==> src/rtl/alu32_arbiter.sv <==
// alu32_arbiter: two-port request arbiter and sequencer for a shared ALU.
// The block accepts one operand/opcode transaction at a time and drives it into
// the ALU through registered outputs. After ALU_LAT cycles it captures the ALU
// result and returns it to the requester that was granted.
// Optional build macro: RR_ARB_EN selects round-robin arbitration. When it is
// undefined, port 0 always wins a tie.
module alu32_arbiter #(
    parameter int WIDTH   = 32,
    parameter int ALU_LAT = 1      // legal range 1..4
) (
    input  logic             clk,
    input  logic             reset,
    input  logic             req0_valid,
    output logic             req0_ready,
    input  logic [WIDTH-1:0] req0_a,
    input  logic [WIDTH-1:0] req0_b,
    input  logic [2:0]       req0_op,
    input  logic             req1_valid,
    output logic             req1_ready,
    input  logic [WIDTH-1:0] req1_a,
    input  logic [WIDTH-1:0] req1_b,
    input  logic [2:0]       req1_op,
    output logic             rsp0_valid,
    input  logic             rsp0_ready,
    output logic [WIDTH-1:0] rsp0_data,
    output logic             rsp1_valid,
    input  logic             rsp1_ready,
    output logic [WIDTH-1:0] rsp1_data,
    output logic [WIDTH-1:0] alu_a,
    output logic [WIDTH-1:0] alu_b,
    output logic [2:0]       alu_op,
    input  logic [WIDTH-1:0] alu_result,
    output logic             busy
);

    typedef enum logic [1:0] {
        IDLE = 2'd0,
        EXEC = 2'd1,
        RESP = 2'd2
    } state_t;

    // The counter counts down from ALU_LAT-1, so two bits cover the whole legal range.
    localparam logic [1:0] LAT_LOAD = 2'(ALU_LAT - 1);

    state_t            state_reg, state_next;
    logic              grant_reg;
    logic [1:0]        lat_cnt_reg;
    logic [WIDTH-1:0]  result_reg;
    logic [WIDTH-1:0]  alu_a_reg, alu_b_reg;
    logic [2:0]        alu_op_reg;

    logic              win_valid;
    logic              win_id;
    logic              accept;
    logic              rsp_hs;

    logic [1:0]        req_valid_vec;
    logic [1:0]        req_ready_vec;
    logic [1:0]        rsp_valid_vec;
    logic [1:0]        rsp_ready_vec;
    logic [WIDTH-1:0]  rsp_data_arr [2];

    assign req_valid_vec = {req1_valid, req0_valid};
    assign rsp_ready_vec = {rsp1_ready, rsp0_ready};

    // Per-port handshake outputs. Ready is offered only in IDLE, and only to the
    // winner. Response data is zero on every port that is not being answered.
    genvar gi;
    generate
        for (gi = 0; gi < 2; gi++) begin : g_port
            assign req_ready_vec[gi] = (state_reg == IDLE) && req_valid_vec[gi] && (win_id == 1'(gi));
            assign rsp_valid_vec[gi] = (state_reg == RESP) && (grant_reg == 1'(gi));
            assign rsp_data_arr[gi]  = rsp_valid_vec[gi] ? result_reg : '0;
        end
    endgenerate

    assign req0_ready = req_ready_vec[0];
    assign req1_ready = req_ready_vec[1];
    assign rsp0_valid = rsp_valid_vec[0];
    assign rsp1_valid = rsp_valid_vec[1];
    assign rsp0_data  = rsp_data_arr[0];
    assign rsp1_data  = rsp_data_arr[1];
    assign alu_a      = alu_a_reg;
    assign alu_b      = alu_b_reg;
    assign alu_op     = alu_op_reg;
    assign busy       = (state_reg != IDLE);

    assign accept = (state_reg == IDLE) && win_valid;
    assign rsp_hs = (state_reg == RESP) && rsp_ready_vec[grant_reg];

`ifdef RR_ARB_EN
    logic last_grant_reg;

    // Arbitration pointer: remembers the last port served. It moves only when a
    // response is actually delivered, so a reset-aborted transaction does not count.
    always_ff @(posedge clk) begin
        if (reset) begin
            last_grant_reg <= 1'b1;
        end else if (rsp_hs) begin
            last_grant_reg <= grant_reg;
        end
    end

    // Round-robin winner: on a tie, serve the port that was not served last.
    always_comb begin
        win_valid = |req_valid_vec;
        win_id    = ~req_valid_vec[0];
        if (&req_valid_vec) begin
            win_id = ~last_grant_reg;
        end
    end
`else
    // Fixed-priority winner: port 0 wins whenever it is requesting.
    always_comb begin
        win_valid = |req_valid_vec;
        win_id    = ~req_valid_vec[0];
    end
`endif

    // Next-state logic for the IDLE -> EXEC -> RESP sequence.
    always_comb begin
        state_next = state_reg;
        case (state_reg)
            IDLE:    if (win_valid)            state_next = EXEC;
            EXEC:    if (lat_cnt_reg == 2'd0)  state_next = RESP;
            RESP:    if (rsp_hs)               state_next = IDLE;
            default:                           state_next = IDLE;
        endcase
    end

    // State, operand latch, settle countdown and result capture.
    always_ff @(posedge clk) begin
        if (reset) begin
            state_reg   <= IDLE;
            grant_reg   <= 1'b0;
            lat_cnt_reg <= 2'd0;
            result_reg  <= '0;
            alu_a_reg   <= '0;
            alu_b_reg   <= '0;
            alu_op_reg  <= '0;
        end else begin
            state_reg <= state_next;
            if (accept) begin
                alu_a_reg   <= win_id ? req1_a  : req0_a;
                alu_b_reg   <= win_id ? req1_b  : req0_b;
                alu_op_reg  <= win_id ? req1_op : req0_op;
                grant_reg   <= win_id;
                lat_cnt_reg <= LAT_LOAD;
            end
            if (state_reg == EXEC) begin
                if (lat_cnt_reg == 2'd0) begin
                    result_reg <= alu_result;
                end else begin
                    lat_cnt_reg <= lat_cnt_reg - 2'd1;
                end
            end
        end
    end

endmodule
==> config.mk <==
export PLATFORM = sky130hd
export DESIGN_NAME = alu32_arbiter
export DESIGN_NICKNAME = d
export VERILOG_FILES = /design/src/rtl/alu32_arbiter.sv
export SDC_FILE = /design/constraint.sdc
export NUM_CORES = 1
export LEC_CHECK = 0
export ABC_AREA = 1
export CAP_MARGIN = 20
export CORE_ASPECT_RATIO = 1.5
export CORE_MARGIN = 2
export CORE_UTILIZATION = 25
export DETAILED_ROUTE_END_ITERATION = 8
export PLACE_DENSITY = 0.58
export REMOVE_ABC_BUFFERS = 1
export SYNTH_ARGS = -nofsm -noshare
export SYNTH_HDL_FRONTEND = slang
export SYNTH_SLANG_ARGS = --single-unit
==> constraint.sdc <==
create_clock -name clk -period 3.49 [get_ports clk]
set_input_delay 0.8725 -clock clk [delete_from_list [all_inputs] [get_ports clk]]
set_output_delay 0.8725 -clock clk [all_outputs]
set_load 0.02 [all_outputs]
==> metrics, run 1 <==
Async SR Flop Fraction=0%; clk buf depth=2; antenna viol nets, final=0; setup repair after global routing missed its margin=false; core area=0.0223 mm2; Worst Path Class, Setup=in2out; Largest stage delay, worst path=0.65 ns; Sw Ratio=30.6%; nets=1,436; grt total ovfl=0; Top cell by count, worst path=clkdlybuf4s50_1; Synth Cell Area=0.00568 mm2; met2 wire length=9380 um; I/O Buffers=307; YS warnings=0; crit path max-delay cell type=clkdlybuf4s50_1; reg-to-reg setup timing slack=1.26 ns; final setup fails=0; Clock Skews=0.00557 ns; clock power share=30.9%; Layout fillers=2,435; Slew @ Worst Pin=0.953 ns; Crit. End Element=primary output; FP Rows=67; Post-Synthesis Cells=994; first-pass GRT wire length=29,800 um; # Post-CTS Setup Buffers=0; max cap viols=0; Peak Freq=0.303 GHz; post-synthesis register bit count=104; vias=6,228; TritonCTS clock tree=done; clk_lat worst skew=0.35 ns; cell-internal power=2.51 mW; NetSw=1.11 mW; clock sinks=104; Arrival @ worst endpoint=2.43 ns; final WL=18,500 um; Min-Delay Path Class=reg2reg; top cells by area, synth=dfxtp_1, nand2_1, nor2_1; status=finished, final reports clean; CP Cell Sequence=clkdlybuf4s50_1 -> inv_1 -> nand2_1 -> nand2_4 -> nor2_1 -> clkdlybuf4s50_1; fin crit share=94.6%; Worst VDD drop=247 uV; Final Hold Fails=0; CP startpoint kind=input port; clk slew on worst S/H paths=0.07 ns; WHS=0.483 ns; met1 WL=7450 um; root buffer cell=clkbuf_16; Layout Utilization=41.1%; DRC violations left=0; H-Tree Depth=3; Die H=189 um; Slew HR=36.4%; cell with the most instances after synthesis=nand2_1; hold-fix buffers at CTS=0; PwrDens=395 mW/mm2; Top FF cell, synth=dfxtp_1; Initial Util=25.5%; total design power=3.62 mW; via-per-instance ratio=4.03; DR WL met3=1450 um; Post-synth EDFFs=0; post-synth top area share=36.6%; max-slew violation count=0; initial antenna violation count=1; worst endpoint required time=2.62 ns; 1st-iter DRT viols=181; CP Max Fanout=2; share of cells above drive strength 1=2.84%; sequential area share after synthesis=36.6%; detailed-router iteration count before antenna repair=4; Tmin final=3.30 ns; Avg WL per Cell=12.0 um; vias in the first global route=5,850; HPWL Detailed=13,700 um; Flop pwr share=38.4%; P&R area growth vs syn=61.3%; post_cts resized=0; Syn Area/Cell=5.72 um2; Die X=127 um; Yosys top cell by area=dfxtp_1; top layer in use=met4; combinational power share=30.7%; Total GRT Usage=15.6%; IO Pins=308; die area=0.0240 mm2; CTS Buf Count=9; leakage power=4.32 nW; Netlist cell types=17; largest net degree at the start of global routing=96; most frequent cells after synthesis=nand2_1, nor2_1, inv_1, dfxtp_1, nand3_1; Placer Congestion=0.738
[per-layer routing]
layer	GRT usage [%]	vias up
met5	0	-
met4	4.35	0
met3	5.37	17
met2	28.6	211
met1	16.7	2589
li1	-	3411
[power groups by stage]
stage	combinational, mW	clock (mW)	sequential, mW
3_5_place_dp	1.13	0	1.42
2_1_floorplan	0.463	0	1.53
3_3_place_gp	1.12	0	1.41
5_1_grt	1.25	1.22	1.41
4_1_cts	1.14	1.18	1.39
6_report	1.11	1.12	1.39
[layout by cell type (no fill, tap or decap)]
cell type,count
nand2_1,374
clkdlybuf4s50_1,306
nor2_1,235
inv_1,138
dfxtp_1,104
nand3_1,36
a21oi_1,35
buf_4,12
clkbuf_16,9
nor2_2,2
clkinv_2,2
nor2_4,2
o21ai_0,2
bufinv_16,2
clkbuf_8,2
diode_2,1
inv_4,1
nand2_4,1
inv_2,1
nor3_1,1
clkbuf_1,1
buf_2,1
buf_12,1
[cell type report]
type / count / area, um2 / area share, %
timing repair buffer: 320 / 3180 / 34.7
multi-input combinational: 688 / 2700 / 29.5
sequential: 104 / 2080 / 22.7
inverter: 141 / 533 / 5.82
tap: 276 / 345 / 3.77
clock buffer: 12 / 256 / 2.80
clock inverter: 3 / 65.1 / 0.710
antenna: 1 / 2.50 / 0.0273
[critical path: cells and delay by family]
family	cells	cell delay (ns)
buffers and inverters	3	1.20
AND/OR/NAND/NOR	3	0.35
[final timing paths]
path / start / endpoint / cells past startpoint
max reg2reg: state_reg[1] / alu_a[26] / 7
min: result_reg[8] / result_reg[8] / 2
max: req1_valid / req1_ready / 6
min reg2reg: result_reg[8] / result_reg[8] / 2
[logic make-up (layout without fill, tap and decap cells)]
logic type / count (synthesis) / in the layout / synth area share (%)
AND/OR/NAND/NOR: 651 / 651 / 44.0
buffers and inverters: 202 / 476 / 16.1
other: 0 / 1 / 0
flip-flops: 104 / 104 / 36.6
AO/OA/AOI/OAI: 37 / 37 / 3.26
[through the flow]
step / setup TNS [ns] / instances / instance area, um2 / worst slack (ns)
after floorplan: -0.257 / 933 / 5300 / -0.257
after global placement: 0 / 1529 / 8840 / 0.130
after detailed placement: 0 / 1529 / 8840 / 0.129
after CTS: 0 / 1544 / 9160 / 0.128
after global routing: 0 / 1544 / 9160 / 0.112
final: 0 / 1545 / 9170 / 0.189
No activity file was read; power rests on OpenSTA's default activity.
==> run 2, diff against run 1 <==
GPL_TIMING_DRIVEN = 0   (was unset)
PLACE_DENSITY = 0.54   (was 0.58)
==> metrics, run 2 (synthesized netlist as in run 1, its figures left out) <==
share of cells above drive strength 1=2.69%; final WL=19,500 um; Ant. Diodes=0; IO Pins=308; CP Cell Sequence=inv_1 -> nor2_2 -> nand2_1 -> buf_16 -> nor2_1 -> clkdlybuf4s50_1; Layout fillers=2,400; clk buf depth=2; NetSw=1.15 mW; Slew HR=43.7%; hold_sp=result_reg[2]; TNS Setup=0 ns; Seq. cell area=0.00208 mm2; 1st-iter DRT viols=269; Avg WL per Cell=12.7 um; setup repair after global routing missed its margin=false; clk_lat worst skew=0.36 ns; Sw Ratio=31.9%; Min-Delay Path Class=reg2reg; detailed-router iteration count before antenna repair=4; Die H=189 um; fin crit share=90.5%; Die X=127 um; hold-fix buffers at CTS=0; CTS Buf Count=9; Initial Util=25.5%; commonest non-fill, non-tap cell in the layout=nand2_1; H-Tree Depth=3; max-slew violation count=0; clock sinks=104; reg-to-reg setup timing slack=1.54 ns; via-per-instance ratio=4.10; worst endpoint required time=2.62 ns; P&R area growth vs syn=62.7%; Placed Cells=1,522; CP startpoint kind=flop; most frequent cells in the layout=nand2_1, clkdlybuf4s50_1, nor2_1; combinational power share=31.8%; CP Max Fanout=26; Crit. End Element=primary output; first-pass GRT wire length=31,200 um; status=finished, final reports clean; clock power share=29.5%; Worst Path Class, Setup=reg2out; Peak Freq=0.317 GHz; # Post-CTS Setup Buffers=0; die area=0.0240 mm2; antenna viol nets, final=0; post-route insts no fill=1,540; reg2reg start=state_reg[1]; root buffer cell=clkbuf_16; WHS=0.482 ns; FP Rows=67; Largest stage delay, worst path=0.64 ns; HPWL Detailed=13,200 um; leakage power=4.35 nW; worst path bufs/invs=3; Multi-input gate area=0.00274 mm2; core area=0.0223 mm2; Placer Congestion=0.711; Worst VDD drop=296 uV; grt total ovfl=0; final setup fails=0; vias in the first global route=5,973; max cap viols=0; cell-internal power=2.45 mW; largest net degree at the start of global routing=71; Total GRT Usage=16.4%; Arrival @ worst endpoint=2.29 ns; crit path max-delay cell type=clkdlybuf4s50_1; PwrDens=389 mW/mm2; initial antenna violation count=0; clk slew on worst S/H paths=0.07 ns; Flop pwr share=38.7%; Tmin final=3.16 ns; vias=6,309; crit path from=state_reg[1]; I/O Buffers=307; TritonCTS clock tree=done; Slew @ Worst Pin=0.844 ns; Top delay family on crit path=buffers and inverters; DRC violations left=0; Clock Skews=0.00787 ns; Final Hold Fails=0; nets=1,431
[run 2: changes by cell type in the layout (fill, tap and decap cells not counted), sizes merged]
| cell | previous run | this run |
|---|---|---|
| buf | 14 | 7 |
| clkinvlp | 0 | 2 |
| clkdlybuf4s50 | 306 | 305 |
| bufinv | 2 | 1 |
| inv | 140 | 141 |
| nand2 | 375 | 377 |
| diode | 1 | 0 |
| dlymetal6s2s | 0 | 1 |
| clkbuf | 12 | 11 |
[run 2: path summary, 6_finish.rpt]
check             cells past startpoint             to
hold reg to reg                       2  result_reg[2]
setup / recovery                      6  rsp0_data[27]
hold / removal                        2  result_reg[2]
setup reg to reg                      5      alu_b[31]
[run 2: power by group through the flow]
stage               registers, mW  logic (mW)  clock network, mW
detailed placement           1.42        1.14                  0
global placement             1.41        1.15                  0
finish                       1.39        1.15               1.06
CTS                          1.39        1.17               1.11
global route                 1.41        1.28               1.15
floorplan                    1.53       0.463                  0
[run 2: per-layer routing]
metal  track usage (%)  vias up  wire [um]
li1                  -     3404          -
met1              18.8     2677       8150
met2              29.1      213       9640
met3              5.11       15       1410
met4              4.65        0        319
met5                 0        -          0
[run 2: through the flow]
step           power (mW)  cell area [um2]  setup WS (ns)  utilization (%)
2_1_floorplan        1.99             5300         -0.257                -
3_3_place_gp         2.57             8720          -4.62             39.1
3_5_place_dp         2.56             8880          -1.07             39.8
4_1_cts              3.67             9240        0.00334             41.4
5_1_grt              3.84             9240          0.117             41.5
6_report             3.60             9240          0.331             41.5
[run 2: worst reg2reg max path: stages, from the launching register on]
cell and delay (ns):
dfxtp_1 0.36, nor2_2 0.50, nand2_4 0.64, nand2_1 0.22, nand2_1 0.07, nor2_1 0.10
[run 2: layout make-up]
cell class	count	share of cell area, %
repair buffers	313	34.9
multi-input cells	690	29.7
flip-flops and latches	104	22.5
inverters	141	5.89
well taps	276	3.74
clock buffers	11	2.73
clock inverters	5	0.596
[run 2: what timing repair did]
item / CTS / global route
cloned: 2 / 0
pin swaps: 1 / 0
gates resized for setup: 7 / 2
hold endpoints to repair: 0 / 0
setup endpoints to repair: 2 / 1
==> RTL edit, RTL diff (flow settings as in run 2) <==
Add a define of `RR_ARB_EN`.
--- a/src/rtl/alu32_arbiter.sv
+++ b/src/rtl/alu32_arbiter.sv
@@ -4,6 +4,8 @@
 // result and returns it to the requester that was granted.
 // Optional build macro: RR_ARB_EN selects round-robin arbitration. When it is
 // undefined, port 0 always wins a tie.
+`define RR_ARB_EN
+
 module alu32_arbiter #(
     parameter int WIDTH   = 32,
     parameter int ALU_LAT = 1      // legal range 1..4
Check against the original RTL: not equivalent (a bounded check fails within 4 cycles, from zero or initial values and one cycle with reset high).
==> RTL edit against run 2 <==
  * Final cell count down 8.1%
  * Cell area down 2.6%
  * Critical endpoint is now rsp1_data[10]
  * Largest cell class unchanged
  * Sequential cell count up 1
  * Global-route usage up 1.3 points
  * Power down 2.8%
  * Register-to-register slack worse by 0.14 ns
  * Wire length up 5.7%
  * Area after synthesis down 4.6%
  * Worst setup slack worse by 0.21 ns
  * Die area down 4.5%
  * Count of clock-buffer cells in the layout up 1
  * First-iteration DRC count down 23%
==> RTL edit: results (changes against run 2) <==
Fin Clk Skew - 0.0159 ns (+0.00803 ns)
TritonRoute pass-1 iters - 5 (+1)
P_clk - 998 uW (-6%)
Filler cells - 2291 (-4.5%)
Global-route wire length before repair - 32300 um (+3.6%)
Power Internal - 2.36 mW (-3.7%)
Met1 GRT Util - 20.2% (+1.4 points)
Worst EP arrival - 2.50 ns (+0.21 ns)
Detailed Place HPWL - 13500 um (+2.0%)
Status - complete, no violations
Met2 usage - 32.1% (+3.0 points)
Routed length on met2 - 10600 um (+9.5%)
Final Wtd Congestion - 0.753 (+6.0%)
Post-CTS setup buffer count - 1 (+1)
Metal-1 WL - 8460 um (+3.9%)
Initial drt markers - 207 (-23%)
Worst min path class - flip-flop to flip-flop
Layout cells sized above 1 - 3.32% (+0.63 points)
Pwr Density - 388 nW/um^2 (-0.19%)
Synth cell count leaders - nand2_1 (178), inv_1 (172), nand3_1 (171)
Routed wire length - 20600 um (+5.7%)
Rel. slew slack - 43.3% (-0.42 points)
Dpl cell area - 8650 sq um (-2.7%)
Warnings, synthesis - 0 (unchanged)
Peak VDD IR - 199 uV (-33%)
Top cells by area, synth - dfxtp_1 (39%), nand3_1 (16%), nand2_1 (12%)
Nets@finish - 1310 (-8.5%)
GR Util All Layers - 17.7% (+1.3 points)
Share of the synthesized area in the top cell type - 38.8% (+2.1 points)
Number of global-route vias before repair - 5803 (-2.8%)
Slowest stage delay, CP - 0.61 ns (-0.03 ns)
Met3 usage in global routing - 5.37% (+0.26 points)
Mean Syn Cell Area - 6.21 sq um (+8.6%)
==> RTL edit: changes by cell type in the layout (fill, tap and decap cells not counted), moves of 34 or more <==
cell / before / now
a21oi_1: 35 / 102
inv_1: 138 / 172
nand2_1: 373 / 176
nand3_1: 36 / 171
nor2_1: 235 / 70
==> RTL edit: cell type report <==
cell class	instances	area [sq um]	share of cell area (%)
inverter	176	661	7.34
clock inverter	4	33.8	0.375
timing repair buffer	313	3180	35.3
sequential	105	2100	23.3
multi-input combinational	533	2440	27.1
tap	272	340	3.78
clock buffer	12	246	2.74
==> RTL edit: path summary, 6_finish.rpt <==
kind | endpoint | cells after the start | start | slack, ns
min reg2reg | result_reg[27] | 2 | result_reg[27] | 0.46
max reg2reg | result_reg[17] | 4 | lat_cnt_reg[0] | 1.40
min | result_reg[27] | 2 | result_reg[27] | 0.46
max | rsp1_data[10] | 6 | state_reg[1] | 0.12
